### src/rtl/regfile_pkg.sv
// Shared defaults and types for the register file with pending-write scoreboard.
// Contents: default geometry, register index type, data word type.
package regfile_pkg;

    localparam int unsigned DATA_W_DEF   = 16;
    localparam int unsigned NUM_REGS_DEF = 16;
    localparam int unsigned ADDR_W_DEF   = $clog2(NUM_REGS_DEF);

    typedef logic [ADDR_W_DEF-1:0] reg_idx_t;
    typedef logic [DATA_W_DEF-1:0] data_t;

endpackage

### src/rtl/regfile_scoreboard.sv
// Pending-write scoreboard: one pending bit per register, set by a reservation,
// cleared by a write; a reservation wins over a same-cycle write to the same register.
// Ports:
//   clk_i, rst_i     clock, synchronous active-high reset
//   wr_en_i/addr_i   write strobe and address (clears pending)
//   rsv_i/addr_i     reserve strobe and address (sets pending)
//   pend_o           current pending vector (registered)
//   pend_next_c_o    next-state pending vector (combinational)
//   rsv_err_o        registered pulse: reservation hit an already-pending register
module regfile_scoreboard #(
    parameter int unsigned NUM_REGS = 16,
    parameter bit          ZERO_R0  = 1'b0,
    localparam int unsigned ADDR_W  = $clog2(NUM_REGS)
) (
    input  logic                clk_i,
    input  logic                rst_i,
    input  logic                wr_en_i,
    input  logic [ADDR_W-1:0]   wr_addr_i,
    input  logic                rsv_i,
    input  logic [ADDR_W-1:0]   rsv_addr_i,
    output logic [NUM_REGS-1:0] pend_o,
    output logic [NUM_REGS-1:0] pend_next_c_o,
    output logic                rsv_err_o
);

    logic [NUM_REGS-1:0] pend_q;
    logic [NUM_REGS-1:0] pend_d;
    logic                rsv_err_q;
    logic                rsv_err_d;

    // Per-register next state; the reservation belongs to the newer producer.
    for (genvar g = 0; g < NUM_REGS; g++) begin : g_pend
        localparam bit IS_R0 = ZERO_R0 && (g == 0);
        if (IS_R0) begin : g_zero
            assign pend_d[g] = 1'b0;
        end else begin : g_live
            assign pend_d[g] = (rsv_i && (rsv_addr_i == ADDR_W'(g)))
                             || (pend_q[g] && !(wr_en_i && (wr_addr_i == ADDR_W'(g))));
        end
    end

    // A hardwired R0 is never pending, so it can never raise an error.
    always_comb begin
        rsv_err_d = 1'b0;
        if (rsv_i && pend_q[rsv_addr_i] && !(wr_en_i && (wr_addr_i == rsv_addr_i))) begin
            rsv_err_d = 1'b1;
        end
    end

    always_ff @(posedge clk_i) begin
        if (rst_i) begin
            pend_q    <= '0;
            rsv_err_q <= 1'b0;
        end else begin
            pend_q    <= pend_d;
            rsv_err_q <= rsv_err_d;
        end
    end

    assign pend_o        = pend_q;
    assign pend_next_c_o = pend_d;
    assign rsv_err_o     = rsv_err_q;

endmodule

### src/rtl/regfile_sb.sv
// Parametrised register file: one write port, two registered read ports,
// optional write-to-read bypass, optional hardwired-zero R0, pending-write scoreboard.
// Ports:
//   Clk, Rst                     clock, synchronous active-high reset
//   RdestRegLoc, RsrcRegLoc      read port A / B addresses
//   WrRegLoc, En, Load           write address, enable, data
//   Rsv, RsvRegLoc               reserve strobe and address
//   RdestOut, RsrcOut            registered read data A / B
//   RdestBusy, RsrcBusy          registered pending flags A / B
//   RsvErr                       registered pulse: reservation of a pending register
module regfile_sb
    import regfile_pkg::*;
#(
    parameter int unsigned DATA_W   = DATA_W_DEF,
    parameter int unsigned NUM_REGS = NUM_REGS_DEF,
    parameter bit          BYPASS   = 1'b1,
    parameter bit          ZERO_R0  = 1'b0,
    localparam int unsigned ADDR_W  = $clog2(NUM_REGS)
) (
    input  logic              Clk,
    input  logic              Rst,
    input  logic [ADDR_W-1:0] RdestRegLoc,
    input  logic [ADDR_W-1:0] RsrcRegLoc,
    input  logic [ADDR_W-1:0] WrRegLoc,
    input  logic              En,
    input  logic [DATA_W-1:0] Load,
    input  logic              Rsv,
    input  logic [ADDR_W-1:0] RsvRegLoc,
    output logic [DATA_W-1:0] RdestOut,
    output logic [DATA_W-1:0] RsrcOut,
    output logic              RdestBusy,
    output logic              RsrcBusy,
    output logic              RsvErr
);

    logic [DATA_W-1:0]   mem_q     [NUM_REGS];
    logic [DATA_W-1:0]   mem_d     [NUM_REGS];
    logic [DATA_W-1:0]   rd_view   [NUM_REGS];
    logic [NUM_REGS-1:0] pend_cur;
    logic [NUM_REGS-1:0] pend_nxt;
    logic [NUM_REGS-1:0] busy_view;

    logic [DATA_W-1:0] rdest_q, rdest_d;
    logic [DATA_W-1:0] rsrc_q,  rsrc_d;
    logic              rdest_busy_q, rdest_busy_d;
    logic              rsrc_busy_q,  rsrc_busy_d;

    regfile_scoreboard #(
        .NUM_REGS (NUM_REGS),
        .ZERO_R0  (ZERO_R0)
    ) u_sb (
        .clk_i         (Clk),
        .rst_i         (Rst),
        .wr_en_i       (En),
        .wr_addr_i     (WrRegLoc),
        .rsv_i         (Rsv),
        .rsv_addr_i    (RsvRegLoc),
        .pend_o        (pend_cur),
        .pend_next_c_o (pend_nxt),
        .rsv_err_o     (RsvErr)
    );

    // Write decode per register; the read view is post-edge state with bypass, pre-edge without.
    for (genvar g = 0; g < NUM_REGS; g++) begin : g_reg
        localparam bit IS_R0 = ZERO_R0 && (g == 0);
        if (IS_R0) begin : g_zero
            assign mem_d[g] = '0;
        end else begin : g_live
            assign mem_d[g] = (En && (WrRegLoc == ADDR_W'(g))) ? Load : mem_q[g];
        end
        assign rd_view[g]   = BYPASS ? mem_d[g]    : mem_q[g];
        assign busy_view[g] = BYPASS ? pend_nxt[g] : pend_cur[g];
    end

    // Read muxes feeding the output registers.
    always_comb begin
        rdest_d      = rd_view[RdestRegLoc];
        rsrc_d       = rd_view[RsrcRegLoc];
        rdest_busy_d = busy_view[RdestRegLoc];
        rsrc_busy_d  = busy_view[RsrcRegLoc];
    end

    always_ff @(posedge Clk) begin
        if (Rst) begin
            for (int i = 0; i < int'(NUM_REGS); i++) begin
                mem_q[i] <= '0;
            end
            rdest_q      <= '0;
            rsrc_q       <= '0;
            rdest_busy_q <= 1'b0;
            rsrc_busy_q  <= 1'b0;
        end else begin
            mem_q        <= mem_d;
            rdest_q      <= rdest_d;
            rsrc_q       <= rsrc_d;
            rdest_busy_q <= rdest_busy_d;
            rsrc_busy_q  <= rsrc_busy_d;
        end
    end

    assign RdestOut  = rdest_q;
    assign RsrcOut   = rsrc_q;
    assign RdestBusy = rdest_busy_q;
    assign RsrcBusy  = rsrc_busy_q;

endmodule

### config.mk
export PLATFORM = sky130hd
export DESIGN_NAME = regfile_sb
export DESIGN_NICKNAME = d
export VERILOG_FILES = /design/src/rtl/regfile_pkg.sv /design/src/rtl/regfile_scoreboard.sv /design/src/rtl/regfile_sb.sv
export SDC_FILE = /design/constraint.sdc
export NUM_CORES = 1
export LEC_CHECK = 0
export ABC_AREA = 1
export CAP_MARGIN = 5
export CORE_UTILIZATION = 39
export CTS_CLUSTER_SIZE = 20
export DETAILED_ROUTE_END_ITERATION = 8
export GPL_TIMING_DRIVEN = 0
export PLACE_DENSITY_LB_ADDON = 0.2
export SLEW_MARGIN = 15
export SYNTH_ARGS = -nofsm -noshare
export SYNTH_HDL_FRONTEND = slang
export SYNTH_SLANG_ARGS = --single-unit
### constraint.sdc
create_clock -name Clk -period 2.2 [get_ports Clk]
set_input_delay 0.55 -clock Clk [delete_from_list [all_inputs] [get_ports Clk]]
set_output_delay 0.55 -clock Clk [all_outputs]
set_load 0.005 [all_outputs]
==> results.txt, run 1 <==
----------------------------------------------------
[Status]
  Outcome ... complete, but fails checks
  Violations in the final reports ... negative setup slack

[GRT]
  Wire length of the first global-routing pass ... 124300 um
  Gr ovfl total ... 0
  Antenna violations before repair ... 3
  Overall Global Routing Usage ... 38.36%
  Pin count of the biggest net entering global routing ... 18
  Number of global-route vias before repair ... between 15000 and 20000

[Power and ir drop]
  Overall Power ... 14.35 mW
  Switch share ... 30.89%
  Static leakage power ... approximately 7.7 nW
  Power density over the cells ... 726.7 mW/mm^2
  Sequential fraction of design power ... 39.7%
  Combinational group share of total power ... 17.1%
  Max IR drop VDD ... roughly 0.54 mV
  Internal power consumption ... between 9 and 10 mW
  Part of the power in the clock network ... a little over two fifths
  Switching power ... approximately 4.4 mW

[Setup path]
  Most frequent cell on the critical path ... sky130_fd_sc_hd__nand3_1
  Max incr delay on CP ... 0.61 ns
  Worst-case register-to-register setup slack ... about 0.83 ns
  Critical path type ... primary input to flop
  Crit-path leading delay family ... buffers and inverters
  Crit Path Max Fanout ... 10
  Critical path startpoint category ... primary input
  Critical Path, Cell by Cell ... clkbuf_1, clkbuf_1, nand2_1, nand3_1, nand3_1, nand3_1, nand3_1, a21oi_2
  Worst endpoint data arrival time ... 2.73 ns
  Nature of the critical path endpoint ... flop
  Slowest cell on crit path ... sky130_fd_sc_hd__clkbuf_1
  Number of buffer and inverter stages on the critical path ... 2
  Required time at the worst-slack endpoint ... 2.67 ns

[Placed design]
  Routability congestion estimate ... 0.9927
  Placed inst area ... 0.01800 sq mm
  # port buffers ... 42
  Final HPWL DP ... 62400 um

[Layout]
  Share of final-layout standard cells stronger than drive strength 1 ... 11.39%
  NumNets Final ... 2637
  Final non-filler cell area ... 0.01975 sq mm
  Area Growth Syn to Fin ... 17.14%

[Timing]
  Final Hold Viols ... 0
  Max_slew headroom ... 31.79%
  Fin Setup TNS ... -0.1202 ns
  Fin. max-slew vios ... 0
  Unrepaired setup endpoints after global routing ... false
  Worst-Margin Slew ... slightly above 1 ns
  Setup skew after layout ... 0.02224 ns
  Highest attainable clock frequency ... 0.4426 GHz
  Setup WS post-layout ... -0.05937 ns
  Number of endpoints failing setup at the final stage ... 4
  Min cycle time layout ... 2.259 ns
  Share of the cycle needed by the critical path after routing ... 102.7%

[Clocking]
  Clock input transition at the sequential cells of the worst setup and hold paths ... 0.06 ns
  Clock tree root driver cell ... sky130_fd_sc_hd__clkbuf_16
  CTS Buf Count ... 38
  H-tree Lvls ... 2
  Clock tree from TritonCTS ... built
  TritonCTS Sinks ... a little over 300
  Clock latency at the later pin of the worst-skew pair ... 0.59 ns
  Largest buffer count on any clock path ... 3
  Hold-fix buffers, CTS ... 0

[Floorplanning]
  Die Width ... 209.9 um
  Placement Rows ... 75
  I/O pins ... 71
  Die height ... about 210 um
  Core area ... about 0.042 sq mm
  Initial Util ... 39.83%
  Die Area ... 0.04406 sq mm

[Logic synthesis]
  Number of library cell types mapped by synthesis ... 31
  Number of enable flip-flop cells after synthesis ... 0
  Cell Area, Synth ... about 0.017 sq mm
  Compound-cell area share of the yosys netlist ... 9.752%
  Count of synthesis-stage warnings from yosys ... 0
  Synthesized netlist cell count ... approximately 2500
  Synth Register Bits ... about 300
  Average cell area after synthesis ... around 6.7 sq um
  Mux cell area share after synthesis ... 0%
  Post-synth ARST share ... 0%
  Post-synthesis xor/xnor area fraction ... less than 1%
  Most frequently used flop master after synthesis ... sky130_fd_sc_hd__dfxtp_1
  Post-synth top area cell ... sky130_fd_sc_hd__dfxtp_1
  Most instantiated cells after synthesis ... sky130_fd_sc_hd__nand3_1 (1045), sky130_fd_sc_hd__nand2_1 (443), sky130_fd_sc_hd__a21oi_1 (309)
  Largest family of logic cells by synthesized area ... simple AND/OR/NAND/NOR gates
  Adder-cell share of the synthesized area ... 0%
  Most used standard cell by instance count after synthesis ... sky130_fd_sc_hd__nand3_1
  Simple-gate share of the synthesized area ... a little under half
  Share of the yosys chip area belonging to registers ... 36.46%
  Syn nets ... 2544
  Largest cells by area after synthesis ... sky130_fd_sc_hd__dfxtp_1 (36%), sky130_fd_sc_hd__nand3_1 (31%), sky130_fd_sc_hd__nand2_1 (9.9%)
  Post-synth top area share ... between 30% and 40%

[Routing]
  Number of detailed-route iterations in the first pass ... 6
  Detailed router's first-iteration violation count ... 2955
  Drc violations ... 0
  Remaining antenna violation count ... 0
  Drt total wl ... approximately 85000 um
  Avg Vias per Cell ... 6.445
  Average wire per standard cell ... 26.69 um
  Detailed-route via count ... 20636

[Run]
  Number of max-cap violations ... 0

[Hold path]
  Class of the tightest hold or removal check ... primary input to flop

----------------------------------------------------
==> stage by stage <==
step                      instances  utilization [%]  worst slack [ns]  hold slack [ns]
after global placement         3127            42.53            -1.495           0.4763
after global routing           3201            46.65          0.002528           0.5069
after detailed placement       3127            42.53            -1.469           0.4856
after floorplan                2508                -            0.2714           0.4666
final                          3202            46.66          -0.05937           0.4737
after CTS                      3201            46.47           0.01024           0.4473
==> routing by layer <==
layer / vias up / share of wire, % / GRT usage, %
met4: 4 / 6.8 / 23.89
li1: 9143 / - / -
met3: 316 / 12 / 9.517
met1: 9710 / 39 / 49.92
met2: 1463 / 42 / 56.79
met5: - / 0.035 / 0
==> flip-flops by register name, indices dropped and copies added, names as in the netlist <==
name / flops
RsrcOut: 16
u_sb.rsv_err_o: 1
mem_q: 256
RdestOut: 16
RdestBusy: 1
RsrcBusy: 1
u_sb.pend_o: 16
==> final timing paths <==
kind,startpoint,to,depth (start not counted)
setup reg to reg,mem_q[198],RsrcOut[6],6
hold reg to reg,mem_q[37],mem_q[37],2
setup / recovery,Load[3],RdestOut[3],8
hold / removal,WrRegLoc[2],u_sb.rsv_err_o,5
==> layout by cell type (no fill, tap or decap), types with 10 or more instances in the layout <==
cell | synthesis | routed
sky130_fd_sc_hd__buf_6 | 7 | 10
sky130_fd_sc_hd__a21oi_1 | 309 | 296
sky130_fd_sc_hd__nand3_1 | 1045 | 1029
sky130_fd_sc_hd__clkbuf_16 | 0 | 39
sky130_fd_sc_hd__clkbuf_1 | 119 | 87
sky130_fd_sc_hd__buf_4 | 25 | 48
sky130_fd_sc_hd__nand4_1 | 75 | 75
sky130_fd_sc_hd__buf_2 | 36 | 33
sky130_fd_sc_hd__clkbuf_4 | 0 | 12
sky130_fd_sc_hd__nand2_2 | 13 | 13
sky130_fd_sc_hd__clkdlybuf4s50_1 | 0 | 40
sky130_fd_sc_hd__clkbuf_2 | 0 | 39
sky130_fd_sc_hd__buf_1 | 47 | 15
sky130_fd_sc_hd__a21oi_2 | 0 | 11
sky130_fd_sc_hd__dfxtp_1 | 307 | 307
sky130_fd_sc_hd__nand2_1 | 443 | 443
sky130_fd_sc_hd__clkinv_2 | 0 | 11
sky130_fd_sc_hd__nand3_4 | 4 | 13
sky130_fd_sc_hd__nor2_4 | 11 | 11
sky130_fd_sc_hd__nand3_2 | 11 | 18
==> power by group through the flow <==
| stage | Combinational [mW] | Clock (mW) | Sequential, mW |
|---|---|---|---|
| global route | 2.54 | 6.45 | 5.71 |
| detailed placement | 2.23 | 0 | 5.82 |
| floorplan | 1.30 | 0 | 5.83 |
| CTS | 2.33 | 6.21 | 5.70 |
| finish | 2.45 | 6.20 | 5.70 |
| global placement | 2.23 | 0 | 5.82 |
==> worst reg2reg max path, cell delays in order (launching register included) <==
cell                      delay, ns
sky130_fd_sc_hd__dfxtp_1       0.30
sky130_fd_sc_hd__nand2_1       0.08
sky130_fd_sc_hd__nand3_1       0.10
sky130_fd_sc_hd__nand3_1       0.16
sky130_fd_sc_hd__nand3_2       0.23
sky130_fd_sc_hd__nand3_1       0.17
sky130_fd_sc_hd__a21oi_2       0.23
==> cell families after synthesis <==
logic type	Yosys count
flops	307
buf+inv	255
simple gates	1623
compound gates	322
xor+xnor	1
==> layout make-up <==
type,instances,area (sq um)
clock buffers,51,1081
inverters,21,86.33
flip-flops and latches,307,6146
clock inverters,12,91.34
multi-input cells,1946,9778
fillers,4399,22570
plain buffers,232,1275
well taps,577,721.9
repair buffers,55,565.5
diodes,1,2.502
==> what timing repair did <==
| item | 4_1_cts | 5_1_grt |
|---|---|---|
| buffers inserted | 12 | 0 |
| endpoints found under the hold margin | 0 | 0 |
| resized for setup | 125 | 65 |
| gates cloned | 1 | 0 |
| endpoints found under the setup margin | 34 | 34 |
| pin swaps | 12 | 1 |
No activity file was read; power rests on OpenSTA's default activity.
==> run 2: changes to the inputs <==
--- a/config.mk
+++ b/config.mk
@@ -7,10 +7,10 @@
 export LEC_CHECK = 0
 export ABC_AREA = 1
 export CAP_MARGIN = 5
+export CORE_MARGIN = 8
 export CORE_UTILIZATION = 39
 export CTS_CLUSTER_SIZE = 20
 export DETAILED_ROUTE_END_ITERATION = 8
-export GPL_TIMING_DRIVEN = 0
 export PLACE_DENSITY_LB_ADDON = 0.2
 export SLEW_MARGIN = 15
 export SYNTH_ARGS = -nofsm -noshare
==> run 2 against run 1 <==
Compared with the run above: die area rose by 14%; non-clock buffer count rose by 278; critical path depth rose by 6; fmax rose by 6.2%; register-to-register slack got worse by 0.03 ns; the flow now finishes without violations; critical endpoint is now RsrcOut[10].
==> results.txt, run 2 (same netlist as run 1, synthesis figures left out) <==
----------------------------------------------------
[Timing]
  Number of endpoints failing setup at the final stage ... 0 (-4)
  Final Hold Viols ... 0 (unchanged)
  Unrepaired setup endpoints after global routing ... true
  Fin Setup TNS ... 0 ns (+0.1202 ns)
  Setup skew after layout ... 0.01401 ns (-0.008227 ns)
  Worst-Margin Slew ... 0.4735 ns (-0.5496 ns)
  Max_slew headroom ... 68.24% (+36 points)
  Final Hold Slack ... 0.3910 ns (-0.08272 ns)
  Min cycle time layout ... 2.127 ns (-0.1327 ns)
  Fin. max-slew vios ... 0 (unchanged)
  Highest attainable clock frequency ... 0.4702 GHz (+6.2%)
  Share of the cycle needed by the critical path after routing ... 96.67% (-6.0 points)
  Setup WS post-layout ... 0.07329 ns (+0.1327 ns)

[Layout]
  Cell Count, Final, Fillers Out ... 3488 (+8.9%)
  Antenna diode count ... 0 (-1)
  Area Growth Syn to Fin ... 37.32%
  Leading cell type in the layout, fill and taps excluded ... sky130_fd_sc_hd__nand3_1
  NumNets Final ... 2915 (+11%)
  Register containing the most flip-flops in the final layout ... mem_q
  Flip-flop count of the largest register after layout ... 256 (unchanged)
  Most used cells in the layout excluding fill and tap cells ... sky130_fd_sc_hd__nand3_1 (1035), sky130_fd_sc_hd__nand2_1 (440), sky130_fd_sc_hd__buf_4 (416), sky130_fd_sc_hd__dfxtp_1 (307), sky130_fd_sc_hd__a21oi_1 (307)
  Share of final-layout standard cells stronger than drive strength 1 ... 21.67% (+10 points)
  Post-layout utilization of the core ... 53.98% (+7.3 points)

[Clocking]
  CTS Buf Count ... 38 (unchanged)
  TritonCTS Sinks ... 307 (unchanged)
  Clock latency at the later pin of the worst-skew pair ... 0.56 ns (-0.03 ns)
  Clock tree root driver cell ... sky130_fd_sc_hd__clkbuf_16
  H-tree Lvls ... 2 (unchanged)
  Largest buffer count on any clock path ... 3 (unchanged)
  Clock tree from TritonCTS ... built
  Clock input transition at the sequential cells of the worst setup and hold paths ... 0.06 ns (about the same)

[GRT]
  Overall Global Routing Usage ... 29.36% (-9.0 points)
  Wire length of the first global-routing pass ... 116500 um (-6.2%)
  Pin count of the biggest net entering global routing ... 70 (+52)
  Number of global-route vias before repair ... 20069 (+4.7%)
  Gr ovfl total ... 0 (unchanged)
  Antenna violations before repair ... 0 (-3)

[Routing]
  Detailed router's first-iteration violation count ... 3260 (+10%)
  Drc violations ... 0 (unchanged)
  Number of detailed-route iterations in the first pass ... 6 (unchanged)
  Remaining antenna violation count ... 0 (unchanged)
  Average wire per standard cell ... 21.89 um (-18%)
  Drt total wl ... 76370 um (-11%)
  Detailed-route via count ... 21311 (+3.3%)
  Avg Vias per Cell ... 6.110 (-5.2%)

[Setup path]
  Start point of the critical path ... WrRegLoc[0]
  Required time at the worst-slack endpoint ... 2.63 ns (-0.04 ns)
  Reg-to-reg critical path startpoint ... u_sb.pend_o[8]
  Worst endpoint data arrival time ... 2.56 ns (-0.17 ns)
  Nature of the critical path endpoint ... flop
  CP endpoint ... RsrcOut[10]
  Register-to-Register Path Depth ... 5 (-1)
  Critical path type ... primary input to flop
  Crit Path Max Fanout ... 8 (-2)
  Critical path startpoint category ... primary input
  Worst-case register-to-register setup slack ... 0.80 ns (-0.03 ns)
  Crit Reg-Reg Endpoint ... u_sb.rsv_err_o

[Power and ir drop]
  Max IR drop VDD ... 0.4277 mV (-21%)
  Static leakage power ... 9.545 nW (+23%)
  Power density over the cells ... 616.4 mW/mm^2 (-15%)

[Floorplanning]
  Placement Rows ... 76 (+1.3%)
  Die Area ... 0.05014 sq mm (+14%)
  Die Width ... 223.9 um (+6.7%)
  Core area ... 0.04289 sq mm (+1.3%)
  Initial Util ... 39.31% (-0.52 points)
  I/O pins ... 71 (unchanged)
  Die height ... 223.9 um (+6.7%)

[Placed design]
  Number of instances in the placed design ... 3420 (+9.4%)
  Routability congestion estimate ... 0.9162 (-7.7%)
  # port buffers ... 70 (+67%)
  DP Worst Slack ... -0.5709 ns (+0.8979 ns)
  Final HPWL DP ... 48700 um (-22%)

[Status]
  Outcome ... finished clean

[Run]
  Number of max-cap violations ... 0 (unchanged)

[Hold path]
  Class of the tightest hold or removal check ... primary input to flop

----------------------------------------------------
[run 2: layout make-up]
type / instances / area, sq um
fillers: 4095 / 19740
multi-input cells: 1946 / 9649
flip-flops and latches: 307 / 6146
repair buffers: 565 / 5376
clock buffers: 59 / 1131
well taps: 585 / 732.0
inverters: 21 / 86.33
clock inverters: 5 / 28.78
[run 2: worst max-delay path, stage by stage]
cell                              delay [ns]
sky130_fd_sc_hd__clkdlybuf4s50_1        0.51
sky130_fd_sc_hd__buf_12                 0.15
sky130_fd_sc_hd__inv_2                  0.07
sky130_fd_sc_hd__nor2_4                 0.13
sky130_fd_sc_hd__buf_12                 0.15
sky130_fd_sc_hd__nand3_2                0.07
sky130_fd_sc_hd__buf_4                  0.19
sky130_fd_sc_hd__buf_12                 0.15
sky130_fd_sc_hd__nand2_1                0.09
sky130_fd_sc_hd__nand3_1                0.08
sky130_fd_sc_hd__nand3_1                0.11
sky130_fd_sc_hd__nand3_1                0.09
sky130_fd_sc_hd__nand3_1                0.12
sky130_fd_sc_hd__a21oi_2                0.07
[run 2: worst min path at each step]
stage,depth (start not counted),slack [ns],to,start
floorplan,2,0.47,mem_q[133],mem_q[133]
global placement,2,0.47,mem_q[95],mem_q[95]
detailed placement,2,0.48,mem_q[189],mem_q[189]
CTS,2,0.37,mem_q[208],Rst
global route,2,0.40,mem_q[211],Rst
finish,2,0.39,mem_q[211],Rst
[run 2: metrics by stage]
stage                     power (mW)  cell area [sq um]
after detailed placement       8.246              21850
after global placement         8.225              21850
final                          14.27              23150
after floorplan                7.120              16860
after global routing           14.67              23150
after CTS                      14.26              23010
[run 2: timing repair]
| item | in CTS | in global routing |
|---|---|---|
| setup buffers | 0 | 4 |
| hold buffers | 0 | 0 |
| resized for setup | 0 | 24 |
| setup endpoints to repair | 0 | 27 |
[run 2: metal layers]
| metal | part of all wire, % | routed length, um | vias to the layer above | track usage (%) |
|---|---|---|---|---|
| met3 | 11 | 8179 | 281 | 5.689 |
| met1 | 39 | 29890 | 10011 | 37.45 |
| met2 | 44 | 33810 | 1340 | 45.96 |
| met4 | 5.9 | 4484 | 0 | 16.86 |
| li1 | - | - | 9679 | - |
| met5 | 0 | 0 | - | 0 |
[run 2: power breakdown]
group          internal [mW]  switching (mW)  leakage (nW)
Sequential              5.67          0.0587          2.48
Combinational          0.955            1.52          6.49
Clock                   3.51            2.55         0.572
Total                   10.1            4.13          9.54
==> run 3: changes to the inputs <==
--- a/config.mk
+++ b/config.mk
@@ -16,3 +16,4 @@
 export SYNTH_ARGS = -nofsm -noshare
 export SYNTH_HDL_FRONTEND = slang
 export SYNTH_SLANG_ARGS = --single-unit
+export TNS_END_PERCENT = 1
==> run 3 against run 2 <==
Compared with the run above: global-route usage is the same; clock power is essentially flat; register-to-register slack gained 0.02 ns; die area is the same; sequential cell count is the same; worst setup slack lost 0.023 ns; first-iteration DRC count grew 0.43%; design area shrank 0.17%; routed wire length shrank 0.19%; via count is essentially flat.
==> results.txt, run 3 (same netlist as run 1, synthesis figures left out) <==
----------------------------------------------------
[Run]
  Number of max-cap violations ... 0 (unchanged)

[Timing]
  Final Hold Viols ... 0 (unchanged)
  Number of endpoints failing setup at the final stage ... 0 (unchanged)
  Highest attainable clock frequency ... 0.4651 GHz (-1.1%)
  Min cycle time layout ... 2.150 ns (+0.02318 ns)
  Max_slew headroom ... 66.26% (-2.0 points)
  Worst-Margin Slew ... 0.5030 ns (+0.02943 ns)
  Fin. max-slew vios ... 0 (unchanged)
  Setup skew after layout ... 0.01607 ns (+0.002064 ns)
  Final Hold Slack ... 0.3946 ns (+0.003647 ns)
  Unrepaired setup endpoints after global routing ... true
  Share of the cycle needed by the critical path after routing ... 97.72% (+1.1 points)

[Setup path]
  Critical path startpoint category ... primary input
  Max incr delay on CP ... 0.51 ns (about the same)
  Slowest cell on crit path ... sky130_fd_sc_hd__clkdlybuf4s50_1
  Start point of the critical path ... WrRegLoc[1]
  Critical Path, Cell by Cell ... clkdlybuf4s50_1, buf_12, inv_4, nor2_2, buf_6, buf_4, nand3_2, buf_4, nand2_1, nand3_1, nand3_1, nand3_1, nand3_1, a21oi_2
  Crit-path leading delay family ... buffers and inverters
  Critical path type ... primary input to flop
  Crit Path Max Fanout ... 7 (-1)
  Most frequent cell on the critical path ... sky130_fd_sc_hd__nand3_1
  Reg-to-reg critical path startpoint ... u_sb.pend_o[8]
  Required time at the worst-slack endpoint ... 2.64 ns (about the same)
  Nature of the critical path endpoint ... flop
  Worst endpoint data arrival time ... 2.59 ns (+0.03 ns)
  Number of buffer and inverter stages on the critical path ... 6 (unchanged)

[Clocking]
  H-tree Lvls ... 2 (unchanged)
  Largest buffer count on any clock path ... 3 (unchanged)
  Clock tree from TritonCTS ... built
  Clock tree root driver cell ... sky130_fd_sc_hd__clkbuf_16
  Clock input transition at the sequential cells of the worst setup and hold paths ... 0.06 ns (about the same)
  Clock latency at the later pin of the worst-skew pair ... 0.57 ns (about the same)
  CTS Buf Count ... 38 (unchanged)
  TritonCTS Sinks ... 307 (unchanged)

[Layout]
  Most used cells in the layout excluding fill and tap cells ... sky130_fd_sc_hd__nand3_1 (1039), sky130_fd_sc_hd__nand2_1 (441), sky130_fd_sc_hd__buf_4 (415), sky130_fd_sc_hd__a21oi_1 (308), sky130_fd_sc_hd__dfxtp_1 (307)
  Leading cell type in the layout, fill and taps excluded ... sky130_fd_sc_hd__nand3_1
  Flip-flop count of the largest register after layout ... 256 (unchanged)
  Antenna diode count ... 0 (unchanged)
  Share of final-layout standard cells stronger than drive strength 1 ... 21.43% (-0.23 points)
  Register containing the most flip-flops in the final layout ... mem_q
  Post-layout utilization of the core ... 53.89% (-0.091 points)
  NumNets Final ... 2914 (-0.034%)
  Area Growth Syn to Fin ... 37.09%

[Routing]
  Avg Vias per Cell ... 6.110 (about the same)
  Detailed-route via count ... 21307 (-0.019%)
  Detailed router's first-iteration violation count ... 3274 (+0.43%)
  Drc violations ... 0 (unchanged)
  Drt total wl ... 76220 um (-0.19%)
  Average wire per standard cell ... 21.86 um (-0.16%)
  Number of detailed-route iterations in the first pass ... 7 (+1)
  Remaining antenna violation count ... 0 (unchanged)

[GRT]
  Overall Global Routing Usage ... 29.36% (unchanged)
  Pin count of the biggest net entering global routing ... 70 (unchanged)
  Gr ovfl total ... 0 (unchanged)
  Wire length of the first global-routing pass ... 116500 um (unchanged)
  Antenna violations before repair ... 0 (unchanged)
  Number of global-route vias before repair ... 20069 (unchanged)

[Floorplanning]
  Die Area ... 0.05014 sq mm (unchanged)
  I/O pins ... 71 (unchanged)
  Die height ... 223.9 um (unchanged)
  Initial Util ... 39.31% (unchanged)
  Die Width ... 223.9 um (unchanged)
  Core area ... 0.04289 sq mm (unchanged)
  Placement Rows ... 76 (unchanged)

[Status]
  Outcome ... finished clean

[Power and ir drop]
  Static leakage power ... 9.521 nW (-0.25%)
  Internal power consumption ... 10.14 mW (about the same)
  Switching power ... 4.135 mW (+0.18%)
  Combinational group share of total power ... 17.3% (about the same)
  Switch share ... 28.97% (+0.042 points)
  Max IR drop VDD ... 0.4300 mV (+0.54%)
  Part of the power in the clock network ... 42.5% (about the same)
  Power density over the cells ... 617.6 mW/mm^2 (+0.20%)
  Overall Power ... 14.27 mW (about the same)
  Sequential fraction of design power ... 40.2% (about the same)

[Hold path]
  Class of the tightest hold or removal check ... primary input to flop
  Origin of the worst min-delay path ... Rst

[Placed design]
  # port buffers ... 70 (unchanged)
  Final HPWL DP ... 48700 um (unchanged)
  Routability congestion estimate ... 0.9162 (unchanged)

----------------------------------------------------
[run 3: changes by cell type in the layout (fill, tap and decap cells not counted), sizes merged]
cell,delta
buf,-1
[run 3: layout make-up]
class,count,area [sq um]
Fill cell,4096,19780
Multi-Input combinational cell,1946,9618
Sequential cell,307,6146
Timing Repair Buffer,564,5369
Clock buffer,59,1131
Tap cell,585,732.0
Inverter,21,86.33
Clock inverter,5,28.78
[run 3: what timing repair did]
action,CTS,global route
hold buffers,0,0
endpoints found under the setup margin,0,27
hold endpoints to repair,0,0
setup buffers,0,3
gates resized for setup,0,17
[run 3: worst register-to-register path, delay by kind of cell, from the launching register on]
family | cells | cell delay (ns)
AOI/OAI and AO/OA | 3 | 0.53
DFF | 1 | 0.31
and+or+nand+nor | 2 | 0.41
[run 3: stage by stage]
stage | setup slack [ns] | cells | instance area (sq um) | setup TNS, ns
after detailed placement | -0.5709 | 3420 | 21850 | -36.66
final | 0.05012 | 3487 | 23110 | 0
after global routing | -0.03255 | 3487 | 23110 | -0.1193
after global placement | -0.5009 | 3420 | 21850 | -30.45
after CTS | 0.004683 | 3484 | 23010 | 0
after floorplan | 0.2714 | 2508 | 16860 | 0
[run 3: worst paths after layout]
path                         end  slack (ns)  cells after the start
hold reg to reg       mem_q[235]        0.49                      2
setup reg to reg  u_sb.rsv_err_o        0.82                      5
setup / recovery    RdestOut[15]        0.05                     14
hold / removal        mem_q[244]        0.39                      2
[run 3: power by group through the flow]
stage,registers (mW),logic (mW),clock network (mW)
finish,5.73,2.47,6.07
detailed placement,5.85,2.40,0
global route,5.74,2.62,6.31
CTS,5.73,2.40,6.12
global placement,5.85,2.37,0
floorplan,5.83,1.30,0
[run 3: per-layer routing]
| layer | GRT usage (%) | vias up | wire (um) |
|---|---|---|---|
| met1 | 37.45 | 9966 | 29310 |
| met2 | 45.96 | 1383 | 33780 |
| met4 | 16.86 | 0 | 4523 |
| met3 | 5.689 | 284 | 8617 |
| li1 | - | 9674 | - |
| met5 | 0 | - | 0 |
